## config.mk

```make
export PLATFORM = sky130hd
export DESIGN_NAME = dmem_issue_sequencer
export DESIGN_NICKNAME = d
export VERILOG_FILES = /design/src/rtl/dmem_issue_sequencer.sv
export SDC_FILE = /design/constraint.sdc
export NUM_CORES = 1
export LEC_CHECK = 0
export BUFFER_PORTS_ARGS = -buffer_cell sky130_fd_sc_hd__buf_2
export CAP_MARGIN = 20
export CORE_MARGIN = 1
export CORE_UTILIZATION = 43
export CTS_CLUSTER_DIAMETER = 100
export DETAILED_ROUTE_END_ITERATION = 8
export PLACE_DENSITY = 0.77
export SLEW_MARGIN = 40
export SYNTH_ARGS = -nofsm -noshare
export SYNTH_HDL_FRONTEND = slang
export SYNTH_SLANG_ARGS = --single-unit
```

## constraint.sdc

```tcl
create_clock -name clk -period 4.1 [get_ports clk]
set_input_delay 1.025 -clock clk [delete_from_list [all_inputs] [get_ports clk]]
set_output_delay 1.025 -clock clk [all_outputs]
set_load 0.1 [all_outputs]
```

## src/rtl/dmem_issue_sequencer.sv

```systemverilog
// Serializes a dual-issue load/store bundle onto the single data-memory port in program order.
// It stalls the core while the ops are replayed, then pulses per-lane responses for one cycle.
module dmem_issue_sequencer #(
    parameter int unsigned MEM_LAT = 1,
    parameter int unsigned AW      = 32,
    parameter int unsigned DW      = 32
) (
    input  logic          clk,
    input  logic          reset,
    input  logic          req0_valid,
    input  logic          req0_we,
    input  logic [AW-1:0] req0_addr,
    input  logic [DW-1:0] req0_wdata,
    input  logic          req1_valid,
    input  logic          req1_we,
    input  logic [AW-1:0] req1_addr,
    input  logic [DW-1:0] req1_wdata,
    output logic          stall,
    output logic          rsp0_valid,
    output logic [DW-1:0] rsp0_rdata,
    output logic          rsp1_valid,
    output logic [DW-1:0] rsp1_rdata,
    output logic          mem_we,
    output logic [AW-1:0] mem_addr,
    output logic [DW-1:0] mem_wdata,
    input  logic [DW-1:0] mem_rdata
);

    typedef enum logic [2:0] {
        StIdle,
        StIss0,
        StWait0,
        StIss1,
        StWait1,
        StDone
    } stateT;

    localparam logic [1:0] LastCnt = (MEM_LAT == 0) ? 2'd0 : 2'(MEM_LAT - 1);

    stateT         state;
    logic [1:0]    waitCnt;
    logic          valid0Q, we0Q, valid1Q, we1Q;
    logic [AW-1:0] addr1Q, memAddrQ;
    logic [DW-1:0] wdata1Q, memWdataQ;
    logic [DW-1:0] rdata0Q, rdata1Q;
    logic          finish0, finish1;

    // A lane's op completes in ISS for stores (or any op with async read), else on the last WAIT cycle.
    always_comb begin
        finish0 = ((state == StIss0) && (we0Q || (MEM_LAT == 0))) ||
                  ((state == StWait0) && (waitCnt == LastCnt));
        finish1 = ((state == StIss1) && (we1Q || (MEM_LAT == 0))) ||
                  ((state == StWait1) && (waitCnt == LastCnt));
    end

    always_ff @(posedge clk) begin
        if (reset) begin
            state     <= StIdle;
            waitCnt   <= 2'd0;
            valid0Q   <= 1'b0;
            we0Q      <= 1'b0;
            valid1Q   <= 1'b0;
            we1Q      <= 1'b0;
            addr1Q    <= '0;
            wdata1Q   <= '0;
            memAddrQ  <= '0;
            memWdataQ <= '0;
            rdata0Q   <= '0;
            rdata1Q   <= '0;
        end else begin
            unique case (state)
                StIdle: begin
                    if (req0_valid || req1_valid) begin
                        valid0Q <= req0_valid;
                        we0Q    <= req0_we;
                        valid1Q <= req1_valid;
                        we1Q    <= req1_we;
                        addr1Q  <= req1_addr;
                        wdata1Q <= req1_wdata;
                        rdata0Q <= '0;
                        rdata1Q <= '0;
                        if (req0_valid) begin
                            state     <= StIss0;
                            memAddrQ  <= req0_addr;
                            memWdataQ <= req0_wdata;
                        end else begin
                            state     <= StIss1;
                            memAddrQ  <= req1_addr;
                            memWdataQ <= req1_wdata;
                        end
                    end
                end
                StIss0, StWait0: begin
                    if (finish0) begin
                        if (!we0Q) begin
                            rdata0Q <= mem_rdata;
                        end
                        if (valid1Q) begin
                            state     <= StIss1;
                            memAddrQ  <= addr1Q;
                            memWdataQ <= wdata1Q;
                        end else begin
                            state <= StDone;
                        end
                    end else if (state == StIss0) begin
                        state   <= StWait0;
                        waitCnt <= 2'd0;
                    end else begin
                        waitCnt <= waitCnt + 2'd1;
                    end
                end
                StIss1, StWait1: begin
                    if (finish1) begin
                        if (!we1Q) begin
                            rdata1Q <= mem_rdata;
                        end
                        state <= StDone;
                    end else if (state == StIss1) begin
                        state   <= StWait1;
                        waitCnt <= 2'd0;
                    end else begin
                        waitCnt <= waitCnt + 2'd1;
                    end
                end
                StDone: state <= StIdle;
                default: state <= StIdle;
            endcase
        end
    end

    // Reset masks the strobes in the very cycle it is raised so an in-flight store cannot land.
    always_comb begin
        stall      = !reset && ((state == StIdle) ? (req0_valid || req1_valid) : (state != StDone));
        mem_we     = !reset && (((state == StIss0) && we0Q) || ((state == StIss1) && we1Q));
        mem_addr   = memAddrQ;
        mem_wdata  = memWdataQ;
        rsp0_valid = !reset && (state == StDone) && valid0Q;
        rsp1_valid = !reset && (state == StDone) && valid1Q;
        rsp0_rdata = rsp0_valid ? rdata0Q : '0;
        rsp1_rdata = rsp1_valid ? rdata1Q : '0;
    end

endmodule
```

## Word level (Yosys, flattened, before mapping)

Index checks and enable logic that the tools add are counted.

- Bits in registers: 201
- Input port bits: 166
- Word-level logic and storage cells: 89

- $add $sub $neg: 1
- Equality and inequality tests: 16
- Muxes and demuxes: 33
- Reduce and logical (&&, ||, !) cells: 27

Operators with widths:

| operator | number |
|---|---|
| $mux 32 | 15 |
| $pmux 32 s2 | 4 |
| $mux 3 | 6 |
| $ne 2x2->1 const B | 8 |
| $reduce_and 4->1 | 3 |
| $mux 2 | 5 |
| $logic_and 1x1->1 | 9 |
| $ne 3x3->1 const B | 3 |
| $pmux 3 s3 | 1 |
| $eq 3x2->1 const B | 2 |
| $eq 3x3->1 const B | 2 |
| $reduce_and 3->1 | 2 |
| $reduce_bool 2->1 | 3 |
| $logic_or 1x1->1 | 4 |
| $pmux 2 s2 | 1 |
| $reduce_or 2->1 | 2 |
| $eq 3x1->1 const B | 1 |
| $logic_not 3->1 | 1 |
| $add 2x1->2 const B | 1 |
| $logic_not 2->1 | 1 |
| $reduce_and 2->1 | 1 |
| $logic_not 1->1 | 1 |
| $mux 1 | 1 |

## Longest topological paths before layout

- Depth after elaboration: 5
- Mapped depth: 8
- Depth with buffers taken out: 6

## Worst setup path before layout

Ideal clock, no wire load.

- Path type: in2out
- Start: in reset
- End: out mem_we
- Data arrival time: 3503 ps
- Required time: 3075 ps
- Slack: -428 ps
- Stages: 3
- Cell sequence: clkbuf_1 -> buf_1 -> nor3_1

- Longest elaborated chain between the ends: 2

RTL lines:

| element | line | source |
|---|---|---|
| from (decl) | 9 | `input logic reset,` |
| $logic_not 1->1 | 134 | `mem_we = !reset && (((state == StIss0) && we0Q) \|\| ((state == StIss1) && we1Q));` |
| $logic_and 1x1->1 | 134 |  |
| to (decl) | 23 | `output logic mem_we,` |

No other way between the ends.

## Final worst setup path

- Start: reg state[0]
- End: out rsp0_rdata[8]

- Longest elaborated chain between the ends: 4

RTL lines:

| element | line | source |
|---|---|---|
| from (decl) | 40 | `stateT state;` |
| from (signal assigned) | 58 | `state <= StIdle;` |
| from (signal assigned) | 83 | `state <= StIss0;` |
| from (signal assigned) | 87 | `state <= StIss1;` |
| $eq 3x3->1 | 137 | `rsp0_valid = !reset && (state == StDone) && valid0Q;` |
| $logic_and 1x1->1 (2 in series) | 137 |  |
| $mux 32 | 139 | `rsp0_rdata = rsp0_valid ? rdata0Q : '0;` |
| to (decl) | 20 | `output logic [DW-1:0] rsp0_rdata,` |

No other way between the ends.

==> results.sh <==
export IMPL_outcome="finished clean"
export IMPL_critical_path_arrival_ns=2.77
export IMPL_ys_flop_type="dfxtp_1"
export IMPL_drt_wl_total_um=27500
export IMPL_hold_path_class="reg -> reg"
export IMPL_yosysSeqAreaShare=0.428
export IMPL_antenna_found_initial=0
export IMPL_worst_pin_slew_ns=0.855
export IMPL_synth_area_mm2=0.00940
export IMPL_ys_ff_latch=201
export IMPL_fin_area_mm2=0.0122
export IMPL_clkSlewWorstSetupHoldPaths_ns=0.06
export IMPL_skew_ns=0.00751
export IMPL_synth_compound_area_frac=0.249
export IMPL_synth_fa_ha_area_frac=0.00240
export IMPL_fmax_mhz=264
export IMPL_cp_slowest_stage_delay_ns=0.72
export IMPL_ios=298
export IMPL_period_minus_slack_ns=3.79
export IMPL_ctsResizeCount=0
export IMPL_drt_pass1_iterations=4
export IMPL_finalCritPeriodShare=0.925
export IMPL_area_growth_pct=30.1
export IMPL_ir_drop_mv=0.487
export IMPL_wl_met1_um=11100
export IMPL_cap_violations=0
export IMPL_fp_dieW_um=150
export IMPL_synth_xor_area_frac=0.000932
export IMPL_place_congestion=0.844
export IMPL_synthArstFlopShare=0
export IMPL_synth_top_family_by_area="compound AO/OA/AOI/OAI gates"
export IMPL_die_area_mm2=0.0224
export IMPL_gr_usage_all_layers=0.233
export IMPL_setup_tns_ns=0
export IMPL_drv_slew=0
export IMPL_crit_path_top_delay_cell="dfxtp_1"
export IMPL_htreeDepth=1
export IMPL_grt_max_degree=83
export IMPL_drc=0
export IMPL_nNetsFinal=1491
export IMPL_cpLargestDelayFamily="buffers and inverters"
export IMPL_final_common_cell="buf_2"
export IMPL_die_h_um=150
export IMPL_slew_headroom=0.430
export IMPL_cp_start_kind="flip-flop"
export IMPL_worst_path_max_fanout=26
export IMPL_powerDensity_mw_per_mm2=821
export IMPL_final_cell_mix="buf_2 (262), dfxtp_1 (200), nand2_1 (178)"
export IMPL_syn_nets=1254
export IMPL_synth_cells=1087
export IMPL_yosys_area_share_simple=0.194
export IMPL_cts_tree="built"
export IMPL_core_area_mm2=0.0212
export IMPL_synth_cell_types=45
export IMPL_rows=53
export IMPL_clock_latency_ns=0.49
export IMPL_wl_per_cell_um=17.0
export IMPL_setup_violations_final=0
export IMPL_clock_sinks=201
export IMPL_cp_cell_sequence="inv_1 -> nor4b_4 -> buf_4 -> and2_1 -> buf_12"
export IMPL_grt_pass1_vias=8361
export IMPL_num_vias=8965
export IMPL_rsz0062_at_grt="false"
export IMPL_clock_root_buffer="clkbuf_16"
export IMPL_leakage_uw=0.00503
export IMPL_final_cells=1616
export IMPL_hold_viol_final=0
export IMPL_drtAntennaViolNets=0
export IMPL_yosysWarnings=0
export IMPL_path_buf_inv=3
export IMPL_drt_iter0_drc=459
export IMPL_numCtsBuffers=23
export IMPL_grt_remaining_overflow=0
export IMPL_placed_area_mm2=0.0115
export IMPL_clockBufferDepth=3
export IMPL_cts_hold_buf=0
export IMPL_cp_required_ns=3.07
export IMPL_vias_per_cell=5.55
export IMPL_avgSynthCellArea_um2=8.64
export IMPL_hpwl_um=17800
export IMPL_wl_met3_um=2520
export IMPL_initial_core_util=0.443
export IMPL_top_layer="met4"
export IMPL_port_buffers=297
export IMPL_path_class="reg -> out"
export IMPL_dp_cells=1574
export IMPL_synth_edff_count=0
export IMPL_drive_above_1_share=0.369
export IMPL_cp_end_kind="output pin"
export IMPL_met2_length_um=13200
export IMPL_grt_pass1_wl_um=42500
export IMPL_muxShareOfSynthArea=0.0693
export IMPL_cts_setup_buffers=0
==> logic make-up after synthesis <==
group	Yosys count
AND/OR/NAND/NOR	363
AO/OA/AOI/OAI	345
flip-flops	201
buffers and inverters	110
multiplexers	65
adder cells (fa/ha/maj)	2
XOR/XNOR	1
==> metrics by stage <==
stage	power, uW	worst slack [ns]	hold slack, ns	utilization
floorplan	7000	0.259	0.427	-
global placement	7980	0.633	0.441	0.541
detailed placement	8060	0.563	0.444	0.541
CTS	10100	0.269	0.451	0.576
global route	10600	0.0823	0.467	0.576
finish	10000	0.307	0.447	0.576
==> Yosys cell counts, types with 2 or more instances <==
cell type | instances | area, um^2
and4bb_4 | 2 | 32.5
nand2_1 | 178 | 668
nand2b_1 | 4 | 25.0
inv_1 | 6 | 22.5
o21ai_0 | 66 | 330
a211o_1 | 2 | 17.5
nor2b_1 | 2 | 12.5
clkbuf_1 | 64 | 240
a32o_1 | 32 | 320
nor4b_2 | 2 | 30.0
buf_4 | 2 | 15.0
dfxtp_1 | 201 | 4020
a21oi_2 | 60 | 526
nand3_1 | 36 | 180
a211oi_2 | 2 | 25.0
nand3b_1 | 3 | 22.5
buf_2 | 30 | 150
nor2_1 | 4 | 15.0
buf_8 | 6 | 90.1
o211ai_1 | 64 | 480
mux2i_1 | 65 | 651
nand2_2 | 60 | 375
and2_1 | 64 | 400
a21oi_1 | 111 | 556
==> worst paths after layout <==
check | start | end | slack [ns] | depth (start not counted)
worst max register to register | state[2] | mem_wdata[3] | 1.55 | 6
worst max-delay path | state[0] | rsp0_rdata[8] | 0.31 | 5
worst min-delay path | rdata0Q[10] | rdata0Q[10] | 0.45 | 2
worst min register to register | rdata0Q[10] | rdata0Q[10] | 0.45 | 2
==> layout make-up <==
| class | instances | area [um^2] |
|---|---|---|
| Sequential cell | 201 | 4030 |
| Tap cell | 275 | 344 |
| Antenna cell | 1 | 2.50 |
| Fill cell | 1884 | 9000 |
| Clock buffer | 36 | 714 |
| Timing Repair Buffer | 316 | 2170 |
| Multi-Input combinational cell | 776 | 4910 |
| Inverter | 6 | 22.5 |
| Clock inverter | 5 | 27.5 |
==> tightest hold or removal path, delay by kind of cell, from the launching register on <==
kind               cells  cell delay, ns
and+or+nand+nor        1            0.05
AOI/OAI and AO/OA      1            0.05
DFF                    1            0.30
==> report_power, final <==
| part | internal (uW) | total (uW) | switching [uW] |
|---|---|---|---|
| Clock | 1190 | 1980 | 795 |
| Sequential | 2480 | 2830 | 347 |
| Combinational | 1340 | 5220 | 3880 |
| Total | 5010 | 10000 | 5020 |
==> registers in the layout, summed over array words and instances (netlist names) <==
name and flops:
rdata0Q 32, we1Q 1, waitCnt 2, addr1Q 32, wdata1Q 32, valid0Q 1, we0Q 1, mem_wdata 32
state 3, rdata1Q 32, mem_addr 32, valid1Q 1
==> layer usage <==
layer  up-vias  GRT usage
met2       435      0.395
met3        49     0.0433
met4         0     0.0854
met5         -          0
li1       4264          -
met1      4217      0.294
Note: power is estimated with default switching activity, not from simulation.
